### src/rtl/us_fifo_frame_arbiter_if.sv
`default_nettype none
// ============================================================================
//  Module   : us_fifo_frame_arbiter_if
//  Purpose  : Merged output beat stream between the arbiter and the framer.
//  Revision : 1.0 - initial release
// ============================================================================
interface us_fifo_frame_arbiter_if;
    logic [127:0] m_data;
    logic         m_valid;
    logic         m_ready;
    logic [3:0]   m_chan;
    logic         m_sof;
    logic         m_eof;

    modport master (
        output m_data,
        output m_valid,
        output m_chan,
        output m_sof,
        output m_eof,
        input  m_ready
    );

    modport slave (
        input  m_data,
        input  m_valid,
        input  m_chan,
        input  m_sof,
        input  m_eof,
        output m_ready
    );
endinterface
`default_nettype wire

### src/rtl/us_fifo_frame_arbiter.sv
`default_nettype none
// ============================================================================
//  Module   : us_fifo_frame_arbiter
//  Purpose  : Round-robin drain of FWFT FIFOs into one 128-bit message stream.
//  Revision : 1.0 - initial release
// ============================================================================
module us_fifo_frame_arbiter #(
    parameter int          US_CHANNEL = 6,
    parameter logic [31:0] SYNC_WORD  = 32'hFDF7EB90,
    parameter int          CNT_W      = 18
) (
    input  wire logic                      sys_clk_i,
    input  wire logic                      sys_rst_i,
    input  wire logic [US_CHANNEL*128-1:0] rd_din_i,
    input  wire logic [US_CHANNEL-1:0]     rd_empty_i,
    output logic      [US_CHANNEL-1:0]     rd_en_o,
    us_fifo_frame_arbiter_if.master        m_if,
    output logic      [15:0]               hdr_err_cnt_o
);

    typedef enum logic [1:0] {
        ST_IDLE = 2'd0,
        ST_HDR  = 2'd1,
        ST_FWD  = 2'd2
    } state_t;

    state_t             state_q, state_d;
    logic [3:0]         sel_q, sel_d;
    logic [3:0]         ptr_q, ptr_d;
    logic [CNT_W-1:0]   rem_q, rem_d;
    logic [15:0]        err_q, err_d;
    logic [127:0]       data_q, data_d;
    logic               valid_q, valid_d;
    logic [3:0]         chan_q, chan_d;
    logic               sof_q, sof_d;
    logic               eof_q, eof_d;

    logic [127:0]       w_head;
    logic               w_sel_empty;
    logic               w_space;
    logic               w_pop;
    logic               w_found;
    logic [3:0]         w_ptr_next;
    int                 w_idx;

    assign w_space    = !valid_q || m_if.m_ready;
    assign w_ptr_next = (sel_q == 4'(US_CHANNEL - 1)) ? 4'd0 : sel_q + 4'd1;

    always_comb begin
        w_head      = '0;
        w_sel_empty = 1'b1;
        for (int k = 0; k < US_CHANNEL; k++) begin
            if (sel_q == 4'(k)) begin
                w_head      = rd_din_i[128*k +: 128];
                w_sel_empty = rd_empty_i[k];
            end
        end
    end

    // Pop strobe is held off during reset so no FIFO word is lost to the abandoned message.
    always_comb begin
        rd_en_o = '0;
        for (int k = 0; k < US_CHANNEL; k++) begin
            rd_en_o[k] = w_pop && !sys_rst_i && (sel_q == 4'(k));
        end
    end

    always_comb begin
        state_d = state_q;
        sel_d   = sel_q;
        ptr_d   = ptr_q;
        rem_d   = rem_q;
        err_d   = err_q;
        data_d  = data_q;
        chan_d  = chan_q;
        sof_d   = sof_q;
        eof_d   = eof_q;
        valid_d = valid_q && !m_if.m_ready;
        w_pop   = 1'b0;
        w_found = 1'b0;
        w_idx   = 0;

        case (state_q)
            ST_IDLE: begin
                for (int i = 0; i < US_CHANNEL; i++) begin
                    w_idx = int'(ptr_q) + i;
                    if (w_idx >= US_CHANNEL) w_idx = w_idx - US_CHANNEL;
                    for (int k = 0; k < US_CHANNEL; k++) begin
                        if (!w_found && (w_idx == k) && !rd_empty_i[k]) begin
                            w_found = 1'b1;
                            sel_d   = 4'(k);
                        end
                    end
                end
                if (w_found) state_d = ST_HDR;
            end

            ST_HDR: begin
                if (!w_sel_empty && w_space) begin
                    w_pop = 1'b1;
                    if (w_head[47:16] == SYNC_WORD) begin
                        valid_d = 1'b1;
                        data_d  = w_head;
                        chan_d  = sel_q;
                        sof_d   = 1'b1;
                        eof_d   = 1'b0;
                        // (len+1)*4-1 == {len,2'b11}; fits CNT_W without an intermediate overflow.
                        rem_d   = CNT_W'({w_head[15:0], 2'b11});
                        state_d = ST_FWD;
                    end else begin
                        if (err_q != 16'hFFFF) err_d = err_q + 16'd1;
                        ptr_d   = w_ptr_next;
                        state_d = ST_IDLE;
                    end
                end
            end

            ST_FWD: begin
                if (!w_sel_empty && w_space) begin
                    w_pop   = 1'b1;
                    valid_d = 1'b1;
                    data_d  = w_head;
                    chan_d  = sel_q;
                    sof_d   = 1'b0;
                    eof_d   = (rem_q == CNT_W'(1));
                    rem_d   = rem_q - CNT_W'(1);
                    if (rem_q == CNT_W'(1)) begin
                        ptr_d   = w_ptr_next;
                        state_d = ST_IDLE;
                    end
                end
            end

            default: state_d = ST_IDLE;
        endcase
    end

    always_ff @(posedge sys_clk_i) begin
        if (sys_rst_i) begin
            state_q <= ST_IDLE;
            sel_q   <= '0;
            ptr_q   <= '0;
            rem_q   <= '0;
            err_q   <= '0;
            data_q  <= '0;
            valid_q <= 1'b0;
            chan_q  <= '0;
            sof_q   <= 1'b0;
            eof_q   <= 1'b0;
        end else begin
            state_q <= state_d;
            sel_q   <= sel_d;
            ptr_q   <= ptr_d;
            rem_q   <= rem_d;
            err_q   <= err_d;
            data_q  <= data_d;
            valid_q <= valid_d;
            chan_q  <= chan_d;
            sof_q   <= sof_d;
            eof_q   <= eof_d;
        end
    end

    assign m_if.m_data   = data_q;
    assign m_if.m_valid  = valid_q;
    assign m_if.m_chan   = chan_q;
    assign m_if.m_sof    = sof_q;
    assign m_if.m_eof    = eof_q;
    assign hdr_err_cnt_o = err_q;

endmodule
`default_nettype wire

### src/flat_wrapper.sv
// flat-port wrapper written by rule: the top's interface ports become plain ports
module us_fifo_frame_arbiter_flat 
#(
    parameter int          US_CHANNEL = 6,
    parameter logic [31:0] SYNC_WORD  = 32'hFDF7EB90,
    parameter int          CNT_W      = 18
)
  (sys_clk_i, sys_rst_i, rd_din_i, rd_empty_i, rd_en_o, hdr_err_cnt_o, m_if_m_data, m_if_m_valid, m_if_m_chan, m_if_m_sof, m_if_m_eof, m_if_m_ready);
  us_fifo_frame_arbiter_if m_if_i ();
  input  wire logic sys_clk_i;
  input  wire logic sys_rst_i;
  input  wire logic [US_CHANNEL*128-1:0] rd_din_i;
  input  wire logic [US_CHANNEL-1:0] rd_empty_i;
  output logic      [US_CHANNEL-1:0] rd_en_o;
  output logic      [15:0] hdr_err_cnt_o;
  output wire logic [$bits(m_if_i.m_data)-1:0] m_if_m_data;
  output wire logic [$bits(m_if_i.m_valid)-1:0] m_if_m_valid;
  output wire logic [$bits(m_if_i.m_chan)-1:0] m_if_m_chan;
  output wire logic [$bits(m_if_i.m_sof)-1:0] m_if_m_sof;
  output wire logic [$bits(m_if_i.m_eof)-1:0] m_if_m_eof;
  input wire logic [$bits(m_if_i.m_ready)-1:0] m_if_m_ready;
  assign m_if_m_data = m_if_i.m_data;
  assign m_if_m_valid = m_if_i.m_valid;
  assign m_if_m_chan = m_if_i.m_chan;
  assign m_if_m_sof = m_if_i.m_sof;
  assign m_if_m_eof = m_if_i.m_eof;
  assign m_if_i.m_ready = m_if_m_ready;
  us_fifo_frame_arbiter #(.US_CHANNEL(US_CHANNEL), .SYNC_WORD(SYNC_WORD), .CNT_W(CNT_W)) u_core (.sys_clk_i(sys_clk_i), .sys_rst_i(sys_rst_i), .rd_din_i(rd_din_i), .rd_empty_i(rd_empty_i), .rd_en_o(rd_en_o), .m_if(m_if_i), .hdr_err_cnt_o(hdr_err_cnt_o));
endmodule
### config.mk
export PLATFORM = sky130hd
export DESIGN_NAME = us_fifo_frame_arbiter_flat
export DESIGN_NICKNAME = d
export VERILOG_FILES = /design/src/rtl/us_fifo_frame_arbiter_if.sv /design/src/rtl/us_fifo_frame_arbiter.sv /design/src/flat_wrapper.sv
export SDC_FILE = /design/constraint.sdc
export NUM_CORES = 1
export LEC_CHECK = 0
export CORE_AREA = 2 2 368 370
export CTS_CLUSTER_DIAMETER = 200
export DETAILED_ROUTE_END_ITERATION = 8
export DIE_AREA = 0 0 370 372
export DONT_BUFFER_PORTS = 1
export PLACE_DENSITY = 0.3
export SYNTH_ARGS = -nofsm -noshare
export SYNTH_HDL_FRONTEND = slang
export SYNTH_SLANG_ARGS = --single-unit
### constraint.sdc
create_clock -name sys_clk_i -period 6.1 [get_ports sys_clk_i]
set_input_delay 0.915 -clock sys_clk_i [delete_from_list [all_inputs] [get_ports sys_clk_i]]
set_output_delay 0.915 -clock sys_clk_i [all_outputs]
set_load 0.005 [all_outputs]
==> impl_metrics.prom, run 1 <==
# TYPE chip_impl_metric gauge
chip_impl_metric{name="grt.total_usage",unit=""} 0.1754
chip_impl_metric{name="cp_data_required_time",unit="ns"} 5.18
chip_impl_metric{name="path_clk_slew",unit="ns"} 0.09
chip_impl_metric{name="synthToLayoutAreaGrowth",unit="%"} 15.30
chip_impl_info{name="timing.setup.critical_path_class",value="flip-flop to output pin"} 1
chip_impl_metric{name="placementRows",unit=""} 135
chip_impl_metric{name="post_route_cells_drive_above_1_share",unit=""} 0.09482
chip_impl_metric{name="totalNegativeSetupSlack",unit="ns"} 0
chip_impl_metric{name="drc",unit=""} 0
chip_impl_metric{name="power.static_leakage",unit="nW"} 5.405
chip_impl_metric{name="vdd.ir_drop.worst",unit="mV"} 0.1835
chip_impl_metric{name="place.port_buffers",unit=""} 0
chip_impl_metric{name="dpl-instance-area",unit="um^2"} 17830
chip_impl_info{name="critPathMostFrequentCell",value="sky130_fd_sc_hd__buf_4"} 1
chip_impl_metric{name="ctsHoldBuffers",unit=""} 0
chip_impl_metric{name="fp.coreArea",unit="um^2"} 134300
chip_impl_metric{name="ys_async_sr_fraction",unit=""} 0
chip_impl_metric{name="yosys_register_bits",unit=""} 177
chip_impl_metric{name="crit_fanout",unit=""} 40
chip_impl_metric{name="htree_levels",unit=""} 4
chip_impl_info{name="outcome",value="completed"} 1
chip_impl_metric{name="postCtsResizedCells",unit=""} 0
chip_impl_metric{name="power.density_cell_area",unit="nW/um^2"} 396.7
chip_impl_metric{name="max_cap_violations",unit=""} 0
chip_impl_metric{name="finalInstanceArea",unit="um^2"} 18530
chip_impl_metric{name="yosys_warnings",unit=""} 0
chip_impl_metric{name="detailedRoute.firstIterationViolations",unit=""} 1312
chip_impl_metric{name="period_minus_slack",unit="ns"} 5.436
chip_impl_metric{name="post_synth_inst_count",unit=""} 2186
chip_impl_metric{name="first_pass_grt_wire_length",unit="um"} 164500
chip_impl_info{name="mostFrequentLayoutCell",value="sky130_fd_sc_hd__nor3_1"} 1
chip_impl_metric{name="pins_over_slew_limit",unit=""} 0
chip_impl_metric{name="synthesis.nets",unit=""} 2992
chip_impl_metric{name="detailedRoute.firstPassIterationCount",unit=""} 6
chip_impl_metric{name="wl_per_cell",unit="um"} 32.90
chip_impl_metric{name="detailed_place_hpwl",unit="um"} 102500
chip_impl_info{name="cpMaxStageDelayCell",value="sky130_fd_sc_hd__nor2_4"} 1
chip_impl_metric{name="post_route_wl",unit="um"} 126800
chip_impl_metric{name="post_synth_num_cell_types",unit=""} 88
chip_impl_metric{name="mappedNetlistArea",unit="um^2"} 16070
chip_impl_info{name="worst_path_dominant_cell_family",value="simple AND/OR/NAND/NOR gates"} 1
chip_impl_metric{name="max_stage_delay",unit="ns"} 0.77
chip_impl_metric{name="fin_nets",unit=""} 2839
chip_impl_metric{name="fmax",unit="GHz"} 0.1840
chip_impl_info{name="worst_setup_path_end_kind",value="output pin"} 1
chip_impl_metric{name="pre_cts_slack",unit="ns"} 1.046
chip_impl_info{name="layout.cells.most_common_list",value="sky130_fd_sc_hd__nor3_1, sky130_fd_sc_hd__a21oi_1, sky130_fd_sc_hd__nand2_1"} 1
chip_impl_metric{name="floorplan.die.width",unit="um"} 370
chip_impl_info{name="grt_setup_unrepaired",value="no"} 1
chip_impl_info{name="clock_tree.root_cell",value="sky130_fd_sc_hd__clkbuf_16"} 1
chip_impl_metric{name="final-setup-viol-count",unit=""} 0
chip_impl_info{name="yosys_most_used_dff",value="sky130_fd_sc_hd__dfxtp_1"} 1
chip_impl_metric{name="critical_path.n_buffers_inverters",unit=""} 3
chip_impl_metric{name="final-instance-count-excl-fill",unit=""} 3855
chip_impl_metric{name="vias",unit=""} 18035
chip_impl_info{name="synth_area_leaders",value="sky130_fd_sc_hd__dfxtp_1, sky130_fd_sc_hd__mux2i_1, sky130_fd_sc_hd__nor3_1, sky130_fd_sc_hd__a21oi_1, sky130_fd_sc_hd__a221oi_1"} 1
chip_impl_metric{name="synth-edff-count",unit=""} 0
chip_impl_metric{name="slew_headroom",unit=""} 0.1795
chip_impl_metric{name="cts.repair_timing.setup_buffer_count",unit=""} 0
chip_impl_metric{name="synth_sequential_area_ratio",unit=""} 0.2205
chip_impl_metric{name="cp_data_arrival_time",unit="ns"} 4.52
chip_impl_metric{name="ant_nets",unit=""} 0
chip_impl_info{name="tritoncts",value="yes"} 1
chip_impl_metric{name="skew",unit="ns"} 0.02592
chip_impl_metric{name="grt_start_max_net_pins",unit=""} 176
chip_impl_info{name="timing.hold.worst.class",value="flip-flop to flip-flop"} 1
chip_impl_metric{name="post-route-period-util",unit=""} 0.8911
chip_impl_metric{name="average_cell_area_after_synthesis",unit="um^2"} 7.350
chip_impl_metric{name="grt_antenna_before_repair",unit=""} 69
chip_impl_metric{name="yosysTopAreaCellShare",unit=""} 0.2205
chip_impl_metric{name="worstMarginPinSlew",unit="ns"} 1.218
chip_impl_metric{name="design.die.area",unit="um^2"} 137600
chip_impl_metric{name="route.detailed.vias_per_inst",unit=""} 4.678
chip_impl_info{name="category_of_the_worst_setup_path_launch_point",value="flip-flop"} 1
chip_impl_info{name="synth_top_cell_by_area",value="sky130_fd_sc_hd__dfxtp_1"} 1
chip_impl_info{name="path_cells",value="and2_1 -> ha_4 -> nor2_4 -> a221oi_1 -> o31ai_1 -> buf_4 -> and2_1 -> nand3_1 -> buf_4 -> nor3_1 -> buf_4"} 1
chip_impl_metric{name="placed_cells",unit=""} 3795
chip_impl_metric{name="grt_remaining_overflow",unit=""} 0
chip_impl_metric{name="fp.dieH",unit="um"} 372
chip_impl_metric{name="tritoncts.num_buffers",unit=""} 17
chip_impl_metric{name="floorplan.initialDensity",unit=""} 0.1196
chip_impl_metric{name="ctsLongestPathBuffers",unit=""} 2
chip_impl_metric{name="cts_sinks",unit=""} 177
chip_impl_metric{name="floorplan.io_pins",unit=""} 934
chip_impl_metric{name="first_global_vias",unit=""} 17263
chip_impl_metric{name="clock_latency",unit="ns"} 0.54
chip_impl_metric{name="final-hold-violation-count",unit=""} 0
chip_impl_metric{name="setup_slack",unit="ns"} 0.6643
chip_impl_metric{name="weighted_congestion_at_the_end_of_routability_driven_global_placement",unit=""} 0.8886
-- report_power, final --
part | internal, mW | switching, mW | total, mW
clock network | 0.567 | 0.721 | 1.29
registers | 1.18 | 0.120 | 1.30
logic | 1.57 | 3.19 | 4.76
-- kinds of logic (layout without fill, tap and decap cells) --
| logic type | count (synthesis) | count (layout) | synth area share |
|---|---|---|---|
| AO/OA/AOI/OAI | 804 | 804 | 0.3543 |
| adder cells (fa/ha/maj) | 29 | 29 | 0.02258 |
| XOR/XNOR | 10 | 10 | 0.006308 |
| flip-flops | 177 | 177 | 0.2205 |
| multiplexers | 149 | 149 | 0.09454 |
| other | 1 | 29 | 0.0002334 |
| buffers and inverters | 271 | 131 | 0.07717 |
| AND/OR/NAND/NOR | 745 | 745 | 0.2244 |
-- routing by layer --
layer | GRT usage | up-vias | wire [um]
met3 | 0.04990 | 174 | 8815
met5 | 0 | - | 129
li1 | - | 8075 | -
met2 | 0.3018 | 797 | 63460
met1 | 0.2047 | 8969 | 50280
met4 | 0.06754 | 20 | 4157
-- path summary, 6_finish.rpt --
check | startpoint | to | slack [ns] | cells past startpoint
max reg2reg | u_core.sel_q[1] | u_core.m_if.m_data[109] | 1.02 | 11
min | u_core.rem_q[11] | u_core.rem_q[11] | 0.47 | 2
min reg2reg | u_core.rem_q[11] | u_core.rem_q[11] | 0.47 | 2
max | u_core.sel_q[1] | rd_en_o[1] | 0.66 | 11
-- stage by stage --
step           hold slack, ns  power, mW  utilization
2_1_floorplan          0.4351      4.399            -
3_3_place_gp           0.4558      6.140       0.1328
3_5_place_dp           0.4578      6.113       0.1328
4_1_cts                0.3663      7.456       0.1374
5_1_grt                0.3826      7.871       0.1378
6_report               0.4660      7.349       0.1380
-- cells in the mapped netlist (all sizes together), types with 29 or more instances --
master,number
a211oi,123
ha,29
a21oi,197
nand2,180
nand3,41
dfxtp,177
o21ai,155
buf,88
nor2,157
mux2i,136
clkbuf,142
inv,40
a221oi,109
nor3,215
-- layout make-up --
type,instances,area [um^2]
Sequential cell,177,3552
Tap cell,1781,2228
Timing Repair Buffer,58,548.0
Clock inverter,15,198.9
Fill cell,15546,115800
Inverter,41,153.9
Clock buffer,17,425.4
Multi-Input combinational cell,1738,11350
Antenna cell,28,70.07
-- flip-flops by register name, indices dropped and copies added, names as in the netlist --
register / cells
u_core.m_if.m_eof: 1
u_core.m_if.m_data: 128
u_core.sel_q: 3
u_core.ptr_q: 4
u_core.rem_q: 18
u_core.hdr_err_cnt_o: 16
u_core.m_if.m_chan: 3
u_core.m_if.m_sof: 1
u_core.m_if.m_valid: 1
u_core.state_q: 2
-- worst register-to-register path, cell delays in order, from the launching register on --
cell	delay, ns
sky130_fd_sc_hd__dfxtp_4	0.56
sky130_fd_sc_hd__and2_1	0.35
sky130_fd_sc_hd__ha_4	0.32
sky130_fd_sc_hd__nor2_4	0.77
sky130_fd_sc_hd__a221oi_1	0.34
sky130_fd_sc_hd__o21ai_0	0.51
sky130_fd_sc_hd__nand2_1	0.15
sky130_fd_sc_hd__nor4_1	0.58
sky130_fd_sc_hd__and4_4	0.61
sky130_fd_sc_hd__buf_12	0.31
sky130_fd_sc_hd__nor3_1	0.25
sky130_fd_sc_hd__a211oi_1	0.23
No activity file was read; power rests on OpenSTA's default activity.
==> inputs of run 2 (changes only) <==
Settings changed: CORE_AREA 2 2 368 370 to 8 8 353 355, DIE_AREA 0 0 370 372 to 0 0 361 363, PLACE_DENSITY 0.3 to 0.32, SETUP_SLACK_MARGIN set to 0.2.
==> impl_metrics.prom, run 2 (synthesis gave the netlist of run 1 again) <==
# TYPE chip_impl_metric gauge
chip_impl_metric{name="vdd.ir_drop.worst",unit="mV"} 0.2047
chip_impl_metric{name="detailed_place_hpwl",unit="um"} 106300
chip_impl_metric{name="final-hold-violation-count",unit=""} 0
chip_impl_metric{name="post_route_cells_drive_above_1_share",unit=""} 0.09167
chip_impl_metric{name="fp.dieH",unit="um"} 363
chip_impl_metric{name="clock_latency",unit="ns"} 0.49
chip_impl_info{name="clock_tree.root_cell",value="sky130_fd_sc_hd__clkbuf_16"} 1
chip_impl_metric{name="first_global_vias",unit=""} 17913
chip_impl_metric{name="totalNegativeSetupSlack",unit="ns"} 0
chip_impl_metric{name="slew_headroom",unit=""} 0.1348
chip_impl_metric{name="first_pass_grt_wire_length",unit="um"} 168500
chip_impl_metric{name="largest_register_ff_count",unit=""} 128
chip_impl_metric{name="path_clk_slew",unit="ns"} 0.08
chip_impl_metric{name="max_cap_violations",unit=""} 0
chip_impl_metric{name="design.die.area",unit="um^2"} 131000
chip_impl_info{name="timing.setup.critical_path_class",value="flip-flop to output pin"} 1
chip_impl_metric{name="grt_remaining_overflow",unit=""} 0
chip_impl_metric{name="cp_data_required_time",unit="ns"} 5.18
chip_impl_metric{name="tritoncts.num_buffers",unit=""} 17
chip_impl_metric{name="power.static_leakage",unit="nW"} 5.366
chip_impl_metric{name="detailedRoute.firstIterationViolations",unit=""} 1814
chip_impl_metric{name="post_route_wl",unit="um"} 129500
chip_impl_info{name="timing.hold.worst.class",value="flip-flop to flip-flop"} 1
chip_impl_metric{name="ctsLongestPathBuffers",unit=""} 2
chip_impl_metric{name="floorplan.die.width",unit="um"} 361
chip_impl_metric{name="cts.repair_timing.setup_buffer_count",unit=""} 0
chip_impl_metric{name="fin_nets",unit=""} 2834
chip_impl_metric{name="cts_sinks",unit=""} 177
chip_impl_metric{name="ctsHoldBuffers",unit=""} 0
chip_impl_metric{name="synthToLayoutAreaGrowth",unit="%"} 12.97
chip_impl_metric{name="grt_antenna_before_repair",unit=""} 68
chip_impl_metric{name="postCtsResizedCells",unit=""} 0
chip_impl_metric{name="crit_fanout",unit=""} 44
chip_impl_metric{name="htree_levels",unit=""} 4
chip_impl_metric{name="detailedRoute.firstPassIterationCount",unit=""} 5
chip_impl_metric{name="fmax",unit="GHz"} 0.1967
chip_impl_metric{name="floorplan.initialDensity",unit=""} 0.1350
chip_impl_info{name="worst_setup_path_end_kind",value="output pin"} 1
chip_impl_metric{name="drc",unit=""} 0
chip_impl_info{name="category_of_the_worst_setup_path_launch_point",value="flip-flop"} 1
chip_impl_metric{name="placementRows",unit=""} 127
chip_impl_metric{name="ant_nets",unit=""} 0
chip_impl_metric{name="grt_start_max_net_pins",unit=""} 176
chip_impl_info{name="grt_setup_unrepaired",value="no"} 1
chip_impl_metric{name="worstMarginPinSlew",unit="ns"} 1.293
chip_impl_metric{name="cp_data_arrival_time",unit="ns"} 4.17
chip_impl_metric{name="place.port_buffers",unit=""} 0
chip_impl_metric{name="pins_over_slew_limit",unit=""} 0
chip_impl_metric{name="weighted_congestion_at_the_end_of_routability_driven_global_placement",unit=""} 0.9240
chip_impl_metric{name="post-route-period-util",unit=""} 0.8335
chip_impl_info{name="mostFrequentLayoutCell",value="sky130_fd_sc_hd__nor3_1"} 1
chip_impl_metric{name="vias",unit=""} 18247
chip_impl_metric{name="fp.coreArea",unit="um^2"} 119000
chip_impl_info{name="outcome",value="completed"} 1
chip_impl_metric{name="wl_per_cell",unit="um"} 35.81
chip_impl_info{name="tritoncts",value="yes"} 1
chip_impl_metric{name="grt.total_usage",unit=""} 0.1844
chip_impl_metric{name="utilization",unit=""} 0.1525
chip_impl_metric{name="power.total",unit="mW"} 7.198
chip_impl_metric{name="route.detailed.vias_per_inst",unit=""} 5.045
chip_impl_metric{name="final-setup-viol-count",unit=""} 0
chip_impl_info{name="layout.cells.most_common_list",value="sky130_fd_sc_hd__nor3_1, sky130_fd_sc_hd__a21oi_1, sky130_fd_sc_hd__nand2_1"} 1
chip_impl_metric{name="power.density_cell_area",unit="nW/um^2"} 396.6
chip_impl_metric{name="floorplan.io_pins",unit=""} 934
chip_impl_metric{name="period_minus_slack",unit="ns"} 5.085
chip_impl_metric{name="skew",unit="ns"} 0.01391
-- run 2: cell count changes in the layout (fill, tap and decap cells not counted), sizes merged --
| cell | before | now |
|---|---|---|
| clkinv | 8 | 3 |
| clkbuf | 17 | 19 |
| diode | 28 | 29 |
| buf | 58 | 53 |
| inv | 48 | 47 |
| bufinv | 0 | 3 |
-- run 2: final cells by class --
| class | count | area [um^2] |
|---|---|---|
| Tap cell | 1548 | 1937 |
| Clock inverter | 12 | 171.4 |
| Inverter | 41 | 153.9 |
| Sequential cell | 177 | 3552 |
| Antenna cell | 29 | 72.57 |
| Clock buffer | 19 | 442.9 |
| Timing Repair Buffer | 53 | 473.0 |
| Fill cell | 13618 | 100900 |
| Multi-Input combinational cell | 1738 | 11350 |
-- run 2: metrics by stage --
step	hold slack (ns)	instances	area [um^2]	worst slack, ns
after global placement	0.4484	3557	17460	1.331
after detailed placement	0.4555	3557	17460	1.300
after CTS	0.4407	3588	18080	0.7988
after floorplan	0.4351	2186	16070	1.803
after global routing	0.4967	3608	18130	0.6883
final	0.4777	3617	18150	1.015
-- run 2: where the power goes --
group / switching (mW) / leakage, nW / internal (mW) / total, mW
logic: 3.08 / 3.63 / 1.57 / 4.64
clock network: 0.618 / 0.303 / 0.668 / 1.29
registers: 0.0884 / 1.43 / 1.18 / 1.27
-- run 2: layer usage --
metal / track usage / vias up / routed length [um]
met5: 0 / - / 56
li1: - / 8065 / -
met4: 0.06481 / 10 / 2795
met1: 0.2313 / 9211 / 54120
met3: 0.05867 / 102 / 10510
met2: 0.2968 / 859 / 62020
-- run 2: worst paths after layout --
kind / from / to / slack [ns] / cells after the start
setup reg to reg: u_core.sel_q[0] / u_core.m_if.m_data[123] / 1.24 / 12
setup / recovery: u_core.sel_q[0] / rd_en_o[1] / 1.02 / 10
hold reg to reg: u_core.rem_q[11] / u_core.rem_q[11] / 0.48 / 2
hold / removal: u_core.rem_q[11] / u_core.rem_q[11] / 0.48 / 2
-- run 2: critical path, cell delays in order (launching register included) --
cell and delay (ns):
sky130_fd_sc_hd__dfxtp_4 0.45, sky130_fd_sc_hd__buf_4 0.33, sky130_fd_sc_hd__buf_4 0.36, sky130_fd_sc_hd__nor2_4 0.40, sky130_fd_sc_hd__a221oi_1 0.10, sky130_fd_sc_hd__o31ai_1 0.57
sky130_fd_sc_hd__and2_1 0.32, sky130_fd_sc_hd__nand3_1 0.10, sky130_fd_sc_hd__buf_4 0.19, sky130_fd_sc_hd__nor3_1 0.56, sky130_fd_sc_hd__buf_4 0.23
